File: config.mk
export PLATFORM = sky130hd
export DESIGN_NAME = scoreboard
export DESIGN_NICKNAME = d
export VERILOG_FILES = /design/src/rtl/scoreboard.sv
export SDC_FILE = /design/constraint.sdc
export NUM_CORES = 2
export LEC_CHECK = 0
export BUFFER_PORTS_ARGS = -buffer_cell sky130_fd_sc_hd__buf_2
export CORE_AREA = 8 8 509 511
export CTS_BUF_LIST = sky130_fd_sc_hd__clkbuf_2
export CTS_CLUSTER_SIZE = 16
export DETAILED_ROUTE_END_ITERATION = 10
export DIE_AREA = 0 0 517 519
export PLACE_DENSITY_LB_ADDON = 0.3
export REMOVE_ABC_BUFFERS = 1
export SYNTH_ARGS = -nofsm -noshare
export SYNTH_HDL_FRONTEND = slang
export SYNTH_SLANG_ARGS = --single-unit
File: constraint.sdc
create_clock -name clk_i -period 9.8 [get_ports clk_i]
set_input_delay 2.94 -clock clk_i [delete_from_list [all_inputs] [get_ports clk_i]]
set_output_delay 2.94 -clock clk_i [all_outputs]
set_load 0.02 [all_outputs]
File: src/rtl/scoreboard.sv
// In-order issue / in-order commit scoreboard with writeback collection and operand lookup.
// Types shared with the rest of the core live in ariane_pkg; NR_ENTRIES must equal 2**TRANS_ID_BITS.
package ariane_pkg;
  localparam int unsigned NR_SB_ENTRIES = 4;
  localparam int unsigned NR_WB_PORTS   = 3;
  localparam int unsigned TRANS_ID_BITS = $clog2(NR_SB_ENTRIES);
  localparam logic [63:0] ILLEGAL_INSTR = 64'd2;

  typedef struct packed {
    logic [63:0] cause;
    logic [63:0] tval;
    logic        valid;
  } exception_t;

  typedef struct packed {
    logic [63:0]              pc;
    logic [TRANS_ID_BITS-1:0] trans_id;
    logic [3:0]               fu;
    logic [6:0]               op;
    logic [4:0]               rs1;
    logic [4:0]               rs2;
    logic [4:0]               rd;
    logic [63:0]              result;
    logic                     valid;
    logic                     use_imm;
    exception_t               ex;
  } scoreboard_entry_t;
endpackage

module scoreboard
  import ariane_pkg::*;
#(
  parameter int unsigned NR_ENTRIES = NR_SB_ENTRIES,
  parameter int unsigned NR_WB      = NR_WB_PORTS
) (
  input  logic                               clk_i,
  input  logic                               rst_i,
  input  logic                               flush_i,
  input  scoreboard_entry_t                  issue_entry_i,
  input  logic                               issue_valid_i,
  output logic                               issue_ready_o,
  output logic [TRANS_ID_BITS-1:0]           trans_id_o,
  input  logic [4:0]                         rs1_i,
  input  logic [4:0]                         rs2_i,
  output logic                               rs1_busy_o,
  output logic                               rs2_busy_o,
  output logic                               rs1_fwd_valid_o,
  output logic                               rs2_fwd_valid_o,
  output logic [63:0]                        rs1_fwd_o,
  output logic [63:0]                        rs2_fwd_o,
  input  logic [NR_WB-1:0]                   wb_valid_i,
  input  logic [NR_WB*TRANS_ID_BITS-1:0]     wb_trans_id_i,
  input  logic [NR_WB*64-1:0]                wb_data_i,
  input  logic [NR_WB*$bits(exception_t)-1:0] wb_ex_i,
  output scoreboard_entry_t                  commit_o,
  output logic                               commit_valid_o,
  input  logic                               commit_ack_i
);
  localparam int unsigned EX_W  = $bits(exception_t);
  localparam int unsigned CNT_W = $clog2(NR_ENTRIES + 1);

  typedef struct packed {
    logic        busy;
    logic        fwd_valid;
    logic [63:0] fwd;
  } query_t;

  scoreboard_entry_t          mem_q [NR_ENTRIES];
  logic [NR_ENTRIES-1:0]      alloc_q;
  logic [NR_ENTRIES-1:0]      valid_q;
  logic [TRANS_ID_BITS-1:0]   issue_ptr_q;
  logic [TRANS_ID_BITS-1:0]   commit_ptr_q;
  logic [CNT_W-1:0]           count_q;

  logic                       issue_fire;
  logic                       commit_fire;
  scoreboard_entry_t          issue_rec;
  logic [TRANS_ID_BITS-1:0]   wb_id   [NR_WB];
  logic [63:0]                wb_data [NR_WB];
  exception_t                 wb_ex   [NR_WB];
  logic                       wb_conflict;
  query_t                     q1;
  query_t                     q2;

  assign issue_ready_o  = (count_q != CNT_W'(NR_ENTRIES));
  assign trans_id_o     = issue_ptr_q;
  assign commit_valid_o = (count_q != '0) && valid_q[commit_ptr_q];
  assign issue_fire     = issue_valid_i && issue_ready_o;
  assign commit_fire    = commit_ack_i && commit_valid_o;

  // Decode-side exceptions are complete on arrival, so they need no writeback.
  always_comb begin
    issue_rec          = issue_entry_i;
    issue_rec.trans_id = issue_ptr_q;
    issue_rec.valid    = issue_entry_i.ex.valid;
  end

  always_comb begin
    commit_o       = mem_q[commit_ptr_q];
    commit_o.valid = valid_q[commit_ptr_q];
  end

  always_comb begin
    for (int p = 0; p < NR_WB; p++) begin
      wb_id[p]   = wb_trans_id_i[p*TRANS_ID_BITS +: TRANS_ID_BITS];
      wb_data[p] = wb_data_i[p*64 +: 64];
      wb_ex[p]   = wb_ex_i[p*EX_W +: EX_W];
    end
  end

  always_ff @(posedge clk_i) begin
    if (rst_i || flush_i) begin
      issue_ptr_q  <= '0;
      commit_ptr_q <= '0;
      count_q      <= '0;
      alloc_q      <= '0;
      valid_q      <= '0;
    end else begin
      if (issue_fire) begin
        alloc_q[issue_ptr_q] <= 1'b1;
        valid_q[issue_ptr_q] <= issue_entry_i.ex.valid;
        issue_ptr_q          <= issue_ptr_q + 1'b1;
      end
      for (int p = 0; p < NR_WB; p++) begin
        if (wb_valid_i[p] && alloc_q[wb_id[p]]) valid_q[wb_id[p]] <= 1'b1;
      end
      if (commit_fire) begin
        alloc_q[commit_ptr_q] <= 1'b0;
        valid_q[commit_ptr_q] <= 1'b0;
        commit_ptr_q          <= commit_ptr_q + 1'b1;
      end
      case ({issue_fire, commit_fire})
        2'b10:   count_q <= count_q + 1'b1;
        2'b01:   count_q <= count_q - 1'b1;
        default: count_q <= count_q;
      endcase
    end
  end

  // Payload storage; later ports overwrite earlier ones on a shared slot.
  always_ff @(posedge clk_i) begin
    if (issue_fire) mem_q[issue_ptr_q] <= issue_rec;
    for (int p = 0; p < NR_WB; p++) begin
      if (wb_valid_i[p] && alloc_q[wb_id[p]]) begin
        mem_q[wb_id[p]].result <= wb_data[p];
        if (wb_ex[p].valid) mem_q[wb_id[p]].ex <= wb_ex[p];
      end
    end
  end

  // Oldest-to-youngest walk; the last hit is the youngest writer.
  function automatic query_t lookup(input logic [4:0] rs);
    query_t                   r;
    logic [TRANS_ID_BITS-1:0] idx;
    r = '0;
    for (int i = 0; i < NR_ENTRIES; i++) begin
      idx = commit_ptr_q + TRANS_ID_BITS'(i);
      if (rs != 5'd0 && CNT_W'(i) < count_q && alloc_q[idx] && mem_q[idx].rd == rs) begin
        r.busy      = 1'b1;
        r.fwd_valid = valid_q[idx] && !mem_q[idx].ex.valid;
        r.fwd       = mem_q[idx].result;
      end
    end
    return r;
  endfunction

  always_comb begin
    q1 = lookup(rs1_i);
    q2 = lookup(rs2_i);
  end

  assign rs1_busy_o      = q1.busy;
  assign rs1_fwd_valid_o = q1.fwd_valid;
  assign rs1_fwd_o       = q1.fwd;
  assign rs2_busy_o      = q2.busy;
  assign rs2_fwd_valid_o = q2.fwd_valid;
  assign rs2_fwd_o       = q2.fwd;

  always_comb begin
    wb_conflict = 1'b0;
    for (int p = 0; p < NR_WB; p++) begin
      for (int q = p + 1; q < NR_WB; q++) begin
        if (wb_valid_i[p] && wb_valid_i[q] && wb_id[p] == wb_id[q]) wb_conflict = 1'b1;
      end
    end
  end

  wb_same_slot: assert property (@(posedge clk_i) disable iff (rst_i) !wb_conflict);

endmodule

==> results.cfg <==
[run]
drv_cap = 0

[route]
drc = 0
vias = 69877
drt-vias-per-instance = 6.107
drtIter0Drc = 10334
antenna_left = 0
firstDrtPassIters = 9
wire_per_inst_microns = 31.94
wirelength_mm = 365.5

[logic_synthesis]
netlist_area_sq_um = 73000
async_flop_share = 0
yosys_warnings = 0
yosys.area.top_type_share = 0.4706
ys_types = 63
ys_ff_latch = 1161
synth.area.top_cells = edfxtp_1, mux4_2, o21ai_0
synth_cells = 6607
synth.avg_cell_area_sq_um = 11.05
seq_area_frac_synth = 0.4752
synth_edf_count = 1144
synth_ff_type = edfxtp_1
synth.largest_area_cell = edfxtp_1

[sta]
holdWs_ns = 0.5374
tightest_slew_ns = 1.110
max_slew_margin = 0.2601
final_hold_viol_count = 0
finClkSkew_ns = 0.2660
maxSlewViolCount = 0
fmax_ghz = 0.1094
rsz0062_at_grt = no
fin_crit_sh = 0.9325
fin_crit_ns = 9.138
setup_viol = 0

[critical_path]
crit_path_start_kind = register
arrival_ns = 6.20
critPathKind = reg -> out
worstPathRequired_ns = 6.86
path_max_fanout = 55
worstSetupEndpointType = output pin

[clock_tree]
postCtsSetupRepairBufs = 0
cts-resized-gates = 0
hold_buffers = 0
cts_buffers = 334
cts_tree = built
h-tree-depth = 5
cts_root_buffer = clkbuf_2
cts.sinks = 1161
clk_latency_ns = 1.80
cts_max_path_buffers = 4
cts.reportedPaths.clkPinSlew_ns = 0.11

[outcome]
run_status = finished, final reports clean

[placement]
portBuffers = 1309
dp.cells = 10674
hpwl_mm = 245.1
postPlaceCellArea_sq_um = 82700
gp_congestion = 0.9024

[finish]
syn_to_final_growth_pct = 17.88
drive_above_1_share = 0.3249
finalCoreUtilization = 0.3436
final.fill_count = 25492
fin_area_sq_um = 86050
nNetsFinal = 8565
fin_cells = 11442

[die]
io_pins = 1313
start_util = 0.2914
dieWidth_microns = 517
die-area_sq_um = 268300
core_area_sq_um = 250500
row_count = 184
die_h_microns = 519

[power]
powerDensity_nw_per_um2 = 121.4
ir_drop_mv = 0.07682
finalPower_w = 0.01044
power_leakage_nw = 27.07

[global_route]
grtUsageTotal = 0.2560
grt_pass1_vias = 65403
grt_max_degree = 139
antenna_found_initial = 315
grt_pass1_wl_mm = 504.0
overflow = 0

[worst_hold_path]
hold_class = reg -> reg
-- layer usage --
| metal | routed length (microns) | vias up | global-route usage |
|---|---|---|---|
| li1 | - | 28854 | - |
| met3 | 50410 | 1331 | 0.09695 |
| met2 | 169700 | 5660 | 0.4193 |
| met1 | 122800 | 33882 | 0.2924 |
| met5 | 979 | - | 0 |
| met4 | 21690 | 150 | 0.1282 |
-- power breakdown --
part	switching [W]	internal [W]	leakage [nW]
combinational	0.000762	0.000445	15.1
clock	0.00220	0.00138	2.15
sequential	0.0000617	0.00559	9.81
total	0.00303	0.00742	27.1
-- stage by stage --
stage	setup WS [ns]	setup TNS (ns)
floorplan	-13.64	-7317.31
global placement	1.011	0
detailed placement	0.9886	0
CTS	0.2880	0
global route	0.1953	0
finish	0.6619	0
-- sequential cells by signal, indices dropped and copies added (netlist names), named ones only --
signal	count
alloc_q	4
commit_ptr_q	2
count_q	3
mem_q	1144
trans_id_o	2
valid_q	4
-- synth_stat cells (all sizes together), types with 17 or more instances --
cell and n:
nor2 23, o211ai 118, xnor2 26, a21oi 394, nand3 380, edfxtp 1144, a221o 515, buf 149
inv 22, o21ai 1225, mux4 496, a31oi 66, nand2 1112, o22ai 65, mux2i 128, dfxtp 17
xor2 18, clkbuf 582
-- worst max-delay path, cell delays in order, from the launching register on --
cell,delay [ns]
dfxtp_4,0.45
buf_4,0.77
mux4_2,0.66
xnor2_1,0.20
nand4_1,0.28
nor2_4,0.79
buf_4,0.44
mux2i_1,0.13
o211ai_1,0.60
buf_2,0.29
-- cells by family (layout without fill, tap and decap cells) --
logic type      count (synthesis)  count (layout)  share of synthesized area
buf+inv                       753            2023                    0.04059
xor+xnor                       44              44                   0.005279
compound gates               2423            2423                     0.2139
fa+ha+maj                      13              13                   0.002228
simple gates                 1587            1587                    0.09190
flops                        1161            1161                     0.4752
other cells                     0             217                          0
mux                           626             626                     0.1709
-- path summary, 6_finish.rpt --
kind                   startpoint             to  slack, ns  cells after the start
setup / recovery  commit_ptr_q[0]  rs1_fwd_o[61]       0.66                      9
hold / removal      trans_id_o[1]  mem_q[0][222]       0.54                      0
setup reg to reg       count_q[0]   mem_q[2][57]       5.45                     10
hold reg to reg     trans_id_o[1]  mem_q[0][222]       0.54                      0
-- layout by cell type (no fill, tap or decap), drive strengths merged, types with 23 or more instances in the layout --
master / instances
o211ai: 118
buf: 1450
o22ai: 65
clkinv: 81
a221o: 515
edfxtp: 1144
clkbuf: 453
o21ai: 1225
nand2: 1112
mux4: 496
nor2: 23
mux2i: 128
a31oi: 66
xnor2: 26
nand3: 380
diode: 217
a21oi: 394
inv: 29
-- area by class of cell --
type                            instances  area, sq um  area share
Multi-Input combinational cell       4693        35640      0.4142
Tap cell                             3348         4189     0.04868
Timing Repair Buffer                 1450         8060     0.09367
Inverter                               22        102.6    0.001192
Clock buffer                          453         2267     0.02635
Sequential cell                      1161        34710      0.4033
Antenna cell                          217        543.0    0.006310
Clock inverter                         98        543.0    0.006310
(Power assumes the default switching activity.)
